$ cat src/rtl/common_pkg.sv
// Shared core-wide types: default datapath width and the machine-word type.
package common_pkg;
  localparam int unsigned XLEN_DEFAULT = 32;
  typedef logic [XLEN_DEFAULT-1:0] data_t;
endpackage

$ cat src/rtl/mdu_pkg.sv
// Operation encoding (RV funct3), FSM states and decode helpers for the multiply/divide unit.
package mdu_pkg;
  typedef enum logic [2:0] {
    MD_MUL    = 3'd0,
    MD_MULH   = 3'd1,
    MD_MULHSU = 3'd2,
    MD_MULHU  = 3'd3,
    MD_DIV    = 3'd4,
    MD_DIVU   = 3'd5,
    MD_REM    = 3'd6,
    MD_REMU   = 3'd7
  } md_op_e;

  typedef enum logic [1:0] {
    IDLE = 2'd0,
    CALC = 2'd1,
    DONE = 2'd2
  } md_state_e;

  function automatic logic is_div(md_op_e op);
    return op[2];
  endfunction
endpackage

$ cat src/rtl/mdu_iter.sv
// Iterative radix-2 RV32M/RV64M multiply/divide unit: shift-add multiply, restoring divide,
// early-out for divide-by-zero and signed overflow, valid/ready on both sides, flushable.
module mdu_iter
  import common_pkg::*;
  import mdu_pkg::*;
#(
  parameter int unsigned XLEN = XLEN_DEFAULT
) (
  input  logic            clk_i,
  input  logic            rst_i,
  input  logic            valid_i,
  output logic            ready_o,
  input  md_op_e          op_i,
  input  logic [XLEN-1:0] a_i,
  input  logic [XLEN-1:0] b_i,
  input  logic            flush_i,
  output logic            valid_o,
  input  logic            ready_i,
  output logic [XLEN-1:0] result_o,
  output logic            zero_o
);
  localparam int unsigned CntW = $clog2(XLEN + 1);

  md_state_e         r_state, w_state_d;
  md_op_e            r_op;
  logic [CntW-1:0]   r_cnt;
  logic              r_neg;
  logic [XLEN-1:0]   r_opb;
  logic [2*XLEN-1:0] r_acc;
  logic [XLEN-1:0]   r_result;

  logic              w_accept;
  logic              w_a_sgn, w_b_sgn, w_a_neg, w_b_neg, w_neg_d;
  logic [XLEN-1:0]   w_a_mag, w_b_mag;
  logic              w_b_zero, w_ovf, w_special;
  logic [XLEN-1:0]   w_special_res;
  logic [XLEN:0]     w_mul_sum, w_div_part, w_div_trial;
  logic [2*XLEN-1:0] w_mul_nxt, w_div_nxt, w_acc_nxt, w_prod;
  logic [XLEN-1:0]   w_quo, w_rem, w_final;

  // Operand decode at accept: signedness, magnitudes and the sign to apply at the end
  assign w_a_sgn = (op_i == MD_MULH) || (op_i == MD_MULHSU) || (op_i == MD_DIV) ||
                   (op_i == MD_REM);
  assign w_b_sgn = (op_i == MD_MULH) || (op_i == MD_DIV) || (op_i == MD_REM);
  assign w_a_neg = w_a_sgn & a_i[XLEN-1];
  assign w_b_neg = w_b_sgn & b_i[XLEN-1];
  assign w_a_mag = w_a_neg ? -a_i : a_i;
  assign w_b_mag = w_b_neg ? -b_i : b_i;
  assign w_neg_d = (op_i == MD_REM) ? w_a_neg : (w_a_neg ^ w_b_neg);

  assign w_b_zero  = (b_i == '0);
  assign w_ovf     = ((op_i == MD_DIV) || (op_i == MD_REM)) &&
                     (a_i == {1'b1, {(XLEN-1){1'b0}}}) && (b_i == '1);
  assign w_special = is_div(op_i) && (w_b_zero || w_ovf);

  // funct3 bit 1 separates REM/REMU from DIV/DIVU
  always_comb begin
    w_special_res = '0;
    if (w_b_zero) w_special_res = op_i[1] ? a_i : '1;
    else          w_special_res = op_i[1] ? '0 : a_i;
  end

  // One radix-2 step: multiply keeps {partial, multiplier}; divide keeps {remainder, quotient}
  assign w_mul_sum   = {1'b0, r_acc[2*XLEN-1:XLEN]} + (r_acc[0] ? {1'b0, r_opb} : '0);
  assign w_mul_nxt   = {w_mul_sum, r_acc[XLEN-1:1]};
  assign w_div_part  = {r_acc[2*XLEN-1:XLEN], r_acc[XLEN-1]};
  assign w_div_trial = w_div_part - {1'b0, r_opb};
  assign w_div_nxt   = w_div_trial[XLEN] ? {r_acc[2*XLEN-2:0], 1'b0}
                                         : {w_div_trial[XLEN-1:0], r_acc[XLEN-2:0], 1'b1};
  assign w_acc_nxt   = is_div(r_op) ? w_div_nxt : w_mul_nxt;

  assign w_prod = r_neg ? -w_acc_nxt : w_acc_nxt;
  assign w_quo  = r_neg ? -w_acc_nxt[XLEN-1:0] : w_acc_nxt[XLEN-1:0];
  assign w_rem  = r_neg ? -w_acc_nxt[2*XLEN-1:XLEN] : w_acc_nxt[2*XLEN-1:XLEN];

  always_comb begin
    w_final = '0;
    unique case (r_op)
      MD_MUL:                       w_final = w_prod[XLEN-1:0];
      MD_MULH, MD_MULHSU, MD_MULHU: w_final = w_prod[2*XLEN-1:XLEN];
      MD_DIV, MD_DIVU:              w_final = w_quo;
      MD_REM, MD_REMU:              w_final = w_rem;
    endcase
  end

  always_comb begin
    w_state_d = r_state;
    ready_o   = 1'b0;
    valid_o   = 1'b0;
    unique case (r_state)
      IDLE: begin
        ready_o = 1'b1;
        if (valid_i) w_state_d = w_special ? DONE : CALC;
      end
      CALC: if (r_cnt == CntW'(1)) w_state_d = DONE;
      DONE: begin
        valid_o = 1'b1;
        if (ready_i) w_state_d = IDLE;
      end
      default: w_state_d = IDLE;
    endcase
    // Flush wins over everything, including a handshake in DONE
    if (flush_i) w_state_d = IDLE;
  end

  assign w_accept = ready_o && valid_i && !flush_i;

  always_ff @(posedge clk_i or posedge rst_i) begin
    if (rst_i) r_state <= IDLE;
    else       r_state <= w_state_d;
  end

  always_ff @(posedge clk_i or posedge rst_i) begin
    if (rst_i) begin
      r_op     <= MD_MUL;
      r_cnt    <= '0;
      r_neg    <= 1'b0;
      r_opb    <= '0;
      r_acc    <= '0;
      r_result <= '0;
    end else if (w_accept) begin
      r_op  <= op_i;
      r_cnt <= CntW'(XLEN);
      r_neg <= w_neg_d;
      r_opb <= w_b_mag;
      r_acc <= {{XLEN{1'b0}}, w_a_mag};
      if (w_special) r_result <= w_special_res;
    end else if (r_state == CALC && !flush_i) begin
      r_acc <= w_acc_nxt;
      r_cnt <= r_cnt - CntW'(1);
      if (r_cnt == CntW'(1)) r_result <= w_final;
    end
  end

  assign result_o = r_result;
  assign zero_o   = (result_o == '0);
endmodule

$ cat config.mk
export PLATFORM = sky130hd
export DESIGN_NAME = mdu_iter
export DESIGN_NICKNAME = d
export VERILOG_FILES = /design/src/rtl/common_pkg.sv /design/src/rtl/mdu_pkg.sv /design/src/rtl/mdu_iter.sv
export SDC_FILE = /design/constraint.sdc
export NUM_CORES = 1
export LEC_CHECK = 0
export CORE_UTILIZATION = 50
export DETAILED_ROUTE_END_ITERATION = 16
export PLACE_DENSITY = 0.68
export SETUP_SLACK_MARGIN = 0.4
export SYNTH_ARGS = -nofsm -noshare
export SYNTH_HDL_FRONTEND = slang
export SYNTH_SLANG_ARGS = --single-unit
$ cat constraint.sdc
create_clock -name clk_i -period 7.7 [get_ports clk_i]
set_input_delay 1.54 -clock clk_i [delete_from_list [all_inputs] [get_ports clk_i]]
set_output_delay 1.54 -clock clk_i [all_outputs]
set_load 0.01 [all_outputs]
# Word level (Yosys, flattened, before mapping)
# Index checks and enable logic that the tools add are counted.
dict set report totals {
  register_bits 140
  in_bits 72
  out_inout_bits 35
  wordCells 92
}
dict set report op_classes {
  n_addsub 8
  eq_ne 20
  mux 29
  bitwise_logic 3
  reduce_logical 25
}
# cell n
set ops {}
lappend ops {{$mux W32} 12}
lappend ops {{$mux W64} 5}
lappend ops {{$neg A32 Y32} 4}
lappend ops {{$pmux W32 S4} 1}
lappend ops {{$eq A32 B32 Y1 const B} 2}
lappend ops {{$logic_not A32 Y1} 2}
lappend ops {{$neg A64 Y64} 1}
lappend ops {{$add A32 B32 Y33} 1}
lappend ops {{$sub A33 B32 Y33} 1}
lappend ops {{$eq A3 B3 Y1 const B} 6}
lappend ops {{$mux W6} 2}
lappend ops {{$mux W2} 5}
lappend ops {{$eq A3 B2 Y1 const B} 3}
lappend ops {{$ne A3 B3 Y1 const B} 3}
lappend ops {{$logic_or A1 B1 Y1} 7}
lappend ops {{$eq A3 B1 Y1 const B} 2}
lappend ops {{$eq A6 B1 Y1 const B} 1}
lappend ops {{$logic_and A1 B1 Y1} 6}
lappend ops {{$pmux W2 S3} 1}
lappend ops {{$reduce_and A3 Y1} 2}
lappend ops {{$sub A6 B1 Y6 const B} 1}
lappend ops {{$reduce_bool A2 Y1} 2}
lappend ops {{$reduce_or A2 Y1} 2}
lappend ops {{$logic_not A3 Y1} 1}
lappend ops {{other kinds (9)} 12}

# Depth between registers and ports, before layout
dict set report logic_depth {
  ltp_word 10
  mapped_depth 26
  mapped_depth_nobuf 24
}

# Worst setup path before layout
# Ideal clock, no wire load.
dict set report synth_timing {
  path_type {reg2reg}
  from {register r_acc[31]}
  to {register r_result[6], in the netlist result_o[6]}
  setup_ns 0.125
  arrival_ns 5.451
  required_time_ns 7.575
  setup_slack_ns 2.124
  stages_incl_launch_ff 26
  path_buffers 1
  period_less_slack_ns 5.576
  path_cell_list {dfrtp_1 inv_1 ha_1 inv_1 fa_1 a211oi_2 nor3_2 o211ai_2 a311oi_4 nor3_2 nor2_2 buf_2 nand2_1 a21boi_0 ha_1 o21ai_0 nor3_1 nand4_1 nor3_1 nor2_1 or3_1 o31ai_1 xnor2_1 a21oi_1 a21oi_1 mux2_2}
}
dict set report synth_via {
  elab_chain_cells 9
  elab_cells_between_ends 13
  classes_between {add/sub: 4; mux: 9}
}
# item line_no
set synth_rtl {}
lappend synth_rtl {{from (decl)} mdu_iter.sv:29} ;# logic [2*XLEN-1:0] r_acc;
lappend synth_rtl {{from (signal assigned)} mdu_iter.sv:126} ;# r_acc <= {{XLEN{1'b0}}, w_a_mag};
lappend synth_rtl {{from (signal assigned)} mdu_iter.sv:129} ;# r_acc <= w_acc_nxt;
lappend synth_rtl {{$sub A33 B32 Y33} mdu_iter.sv:67} ;# assign w_div_trial = w_div_part - {1'b0, r_opb};
lappend synth_rtl {{$mux W64} mdu_iter.sv:68} ;# assign w_div_nxt = w_div_trial[XLEN] ? {r_acc[2*XLEN-2:0], 1'b0}
lappend synth_rtl {{$mux W64 (*)} mdu_iter.sv:70} ;# assign w_acc_nxt = is_div(r_op) ? w_div_nxt : w_mul_nxt;
lappend synth_rtl {{$neg A64 Y64, or another cell as far along} mdu_iter.sv:72} ;# assign w_prod = r_neg ? -w_acc_nxt : w_acc_nxt;
lappend synth_rtl {{$mux W64, or another cell as far along} mdu_iter.sv:72}
lappend synth_rtl {{$pmux W32 S4 (*)} mdu_iter.sv:78} ;# unique case (r_op)
lappend synth_rtl {{$mux W32 (*)} mdu_iter.sv:131} ;# if (r_cnt == CntW'(1)) r_result <= w_final;
lappend synth_rtl {{$mux W32 (*)} mdu_iter.sv:128} ;# end else if (r_state == CALC && !flush_i) begin
lappend synth_rtl {{$mux W32 (*)} mdu_iter.sv:121} ;# end else if (w_accept) begin
lappend synth_rtl {{to (signal assigned)} mdu_iter.sv:127} ;# if (w_special) r_result <= w_special_res;
lappend synth_rtl {{to (signal assigned)} mdu_iter.sv:131}
lappend synth_rtl {{to (decl)} mdu_iter.sv:30} ;# logic [XLEN-1:0] r_result;
# Mark *: on every way between the ends. The rest lies on a longest branch, timed or not. The select of a mux whose other input is x is not followed.
# A chain may end at the register's enable or synchronous reset.

# Worst setup path after layout
# Same ends and word-level chain as after synthesis.

==> results.txt <==
----------------------------------------------------
[GRT]
  Via count of the first global-routing pass ... 15,470
  Met3 Track Usage GR ... 10.71%
  Initial antenna violation count ... 1
  Met2 track demand over resource ... 55.09%
  Maximum number of pins on one net before global-route repair ... 80
  Aggregate global-route resource usage ... 39.23%
  Wire length of the first global-routing pass ... 93,260 um
  GRT busiest layer ... met1
  GR Layer Usage met1 ... 56.64%
  Gr ovfl total ... 0

[Finish]
  Ant. Diodes ... 0
  Area overhead of the layout relative to synthesis ... 12.40%
  Share of post-route cells with drive strength above 1 ... 5.877%
  Nets ... 2,295
  Final non-filler cell total ... 2,551
  Final-layout fill cell count ... 2,822

[Synth]
  Largest family of logic cells by synthesized area ... compound AO/OA/AOI/OAI gates
  Count of state elements after synthesis ... 140
  Portion of netlist area occupied by mux cells ... 3.782%
  Post-synth top area cell ... dfrtp_1
  EDFF count, synth ... 0
  Xor and xnor area share after synthesis ... 8.408%
  Cell count after synthesis ... 2,117
  Part of the Yosys area used for sequential elements ... 22.73%
  Dominant synthesized flop cell ... dfrtp_1
  Number of nets in the synthesized netlist ... 2,262
  Warnings, synthesis ... 0
  Average instance area after synthesis ... 7.282 sq um
  Number of unique standard cell types used by synthesis ... 97
  Netlist area before placement ... 15,420 sq um
  Adder-cell share of the synthesized area ... 6.022%
  Async set or reset register ratio after synthesis ... 100.0%
  Post-Synth Simple-Gate Area ... 24.41%
  Leading post-synthesis cells by cell area ... dfrtp_1 (23%), o21ai_0 (7.5%), nand2_1 (7.2%), a21oi_1 (5.8%), ha_1 (5.8%)
  Area fraction of the dominant cell type after synthesis ... 22.73%
  Synthesized-area fraction occupied by ao, oa, aoi and oai cells ... 29.76%

[Placed design]
  DP Wirelength ... 46,500 um
  Cell Count Post-Placement ... 2,521
  Buffers added on ports ... 106
  Weighted congestion at the end of routability-driven global placement ... 1.046

[Setup path]
  Top cell family by delay on the critical path ... simple AND/OR/NAND/NOR gates
  Master of the slowest instance on the critical path ... nand4_1
  Worst-path cell chain ... inv_1 > ha_1 > inv_1 > fa_1 > a211oi_2 > nor3_2 > o211ai_2 > a311oi_4 > nor3_2 > nor2_2 > nand2_1 > a21boi_0 > ha_1 > o21ai_0 > nor3_1 > nand4_1 > nor3_2 > nor2_1 > or3_1 > o31ai_1 > xnor2_1 > a21oi_1 > a21oi_1 > mux2_2
  Maximum net fanout on the critical path ... 9
  Setup CP Type ... register to register
  Critical path arrival ... 7.06 ns
  Slowest stage delay, CP ... 0.54 ns
  Most used cell, CP ... nor3_2
  Worst flop-to-flop path endpoint ... result_o[6]
  Critical path launch point type ... register
  Worst R2R Start ... r_acc[31]
  Cell count of the worst reg-to-reg path ... 24
  Crit. End Element ... register
  Worst Path Buf+Inv ... 2
  Required time at the worst-slack endpoint ... 8.04 ns
  Internal reg-to-reg setup slack ... 0.98 ns

[Min path]
  Endpoint, Worst Hold ... r_opb[5]
  Class of the worst hold path ... register to register
  WHS Path Cells ... 2
  Startpoint of the tightest hold check path ... r_opb[5]

[Drt]
  Remaining antenna violation count ... 0
  Mean routed wirelength per cell ... 23.88 um
  DRC Markers ... 0
  Initial drt markers ... 1,793
  Final WL ... 60,910 um
  Number of search-and-repair iterations in the first detailed-routing pass ... 5
  Post-detailed-route via-to-cell ratio ... 6.649
  Detailed-route via count ... 16,960

[CTS]
  Clock tree sinks ... 140
  Clock transition time at the flip-flop clock pins of the worst setup and hold paths ... 0.07 ns
  Cts bufs inserted ... 17
  Number of buffers added to fix hold violations after cts ... 0
  Count of instances resized after the clock tree is built ... 0
  Root cell of the clock tree ... clkbuf_16
  H-tree level count ... 4
  Clock tree from TritonCTS ... yes
  Number of setup buffers added after CTS ... 0
  Source-to-sink clock delay at the later pin of the worst-skew pair ... 0.45 ns
  Clock Path Buffers ... 2

[Timing]
  Clk_skew ... 0.01667 ns
  Setup-violating endpoint count in the final report ... 0
  Sum Neg Setup Slack ... 0 ns
  Number of hold-slack violations in the final timing report ... 0
  RSZ-0062 raised after global routing ... false
  Worst-margin pin slew ... 1.332 ns
  Final Cycle Share ... 87.22%
  Slew HR ... 8.935%
  Max Clk Rate ... 0.1489 GHz
  Number of pins exceeding their max-slew limit in the final report ... 0
  Minimum clock period after layout ... 6.716 ns

[Power and ir drop]
  Power per cell area ... 412.9 nW/um^2
  Leak pwr ... 6.980 nW
  Worst vdd rail ir drop ... 0.2571 mV

[Die]
  Die footprint ... 31,540 sq um
  Num ports ... 107
  Vertical die dimension ... 177.6 um
  Row Count ... 63
  Floorplan Core Area ... 29,950 sq um
  Die boundary width ... 177.6 um
  Initial Util ... 51.47%

[Job]
  Max-cap violation count ... 0

[Outcome]
  Status ... finished clean

----------------------------------------------------
==> metal layers <==
metal,share of wire [%],up-vias,wire [um]
met2,41,882,24820
met3,12,121,7144
met4,3.3,2,2002
met1,44,8158,26930
met5,0.016,-,10
li1,-,7799,-
==> report_power, final <==
group	total, W	internal (W)	leakage, nW	switching [W]
clock	0.000891	0.000509	0.286	0.000382
sequential	0.00131	0.000958	1.78	0.000350
combinational	0.00496	0.00171	4.91	0.00324
total	0.00715	0.00318	6.98	0.00397
==> synth_stat cells, types with 9 or more instances <==
| cell | n |
|---|---|
| nand2_1 | 295 |
| o21ai_0 | 231 |
| a21oi_1 | 178 |
| nor2_1 | 167 |
| dfrtp_1 | 140 |
| xnor2_1 | 82 |
| clkbuf_1 | 80 |
| inv_1 | 72 |
| ha_1 | 71 |
| xor2_1 | 66 |
| nor3_1 | 55 |
| o211ai_1 | 51 |
| nand3_1 | 49 |
| mux2i_1 | 47 |
| and2_1 | 46 |
| a31oi_1 | 32 |
| a21o_1 | 24 |
| nand4_1 | 24 |
| or3_1 | 24 |
| a211oi_1 | 23 |
| nor4_1 | 22 |
| buf_2 | 21 |
| and3_1 | 19 |
| o21a_1 | 17 |
| o31ai_1 | 16 |
| a22o_1 | 15 |
| buf_1 | 15 |
| nand2b_1 | 13 |
| or2_2 | 12 |
| mux2_2 | 9 |
| nor2b_1 | 9 |
==> sequential cells by signal, indices dropped and copies added (netlist names) <==
signal    count
r_acc        64
r_opb        32
r_op          3
result_o     32
r_neg         1
r_state       2
r_cnt         6
==> layout make-up <==
class	count	area, sq um	share of cell area [%]
clock buffer	17	425.4	2.455
timing repair buffer	132	1256	7.250
sequential	140	3507	20.24
clock inverter	13	167.7	0.9676
tap	390	488.0	2.816
inverter	74	282.8	1.632
multi-input combinational	1785	11200	64.64
==> worst max path at each step <==
stage                   to  depth (start not counted)      start
2_1_floorplan  result_o[6]                         25  r_acc[31]
3_3_place_gp   result_o[6]                         24  r_acc[31]
3_5_place_dp   result_o[6]                         24  r_acc[31]
4_1_cts        result_o[6]                         24  r_acc[31]
5_1_grt        result_o[6]                         24  r_acc[31]
6_report       result_o[6]                         24  r_acc[31]
==> cells in the final DEF (no fill, tap or decap), drive strengths merged, types with 52 or more instances in the layout <==
cell	n
nand2	297
o21ai	242
a21oi	180
nor2	168
dfrtp	140
clkdlybuf4s50	106
xnor2	82
inv	76
ha	71
xor2	66
nor3	58
o211ai	52
==> worst reg2reg max path, delay by kind of cell, from the launching register on <==
family                   cells  cell delay, ns
AND/OR/NAND/NOR              9            3.10
AO/OA/AOI/OAI                8            1.73
adder cells (fa/ha/maj)      3            0.84
flip-flops                   1            0.43
multiplexers                 1            0.28
buffers and inverters        2            0.13
XOR/XNOR                     1            0.11
==> cells by family (layout without fill, tap and decap cells) <==
kind of cell | count (synthesis) | count (layout)
and+or+nand+nor | 786 | 786
AOI/OAI and AO/OA | 721 | 721
buffers and inverters | 192 | 236
xor gates and xnor gates | 148 | 148
DFF | 140 | 140
adders and majority gates | 73 | 73
muxes | 57 | 57
==> metrics by stage <==
step	instance area, sq um	setup WS (ns)	total power (W)	utilization (%)	hold WS [ns]
4_1_cts	17320	0.9764	0.006976	57.83	0.5038
5_1_grt	17330	0.4556	0.007577	57.85	0.5414
6_report	17330	0.9840	0.007154	57.85	0.5006
3_5_place_dp	16730	1.007	0.006071	55.85	0.4888
2_1_floorplan	15420	2.124	0.004536	-	0.4632
3_3_place_gp	16730	1.308	0.006055	55.85	0.4811
(Power assumes the default switching activity.)
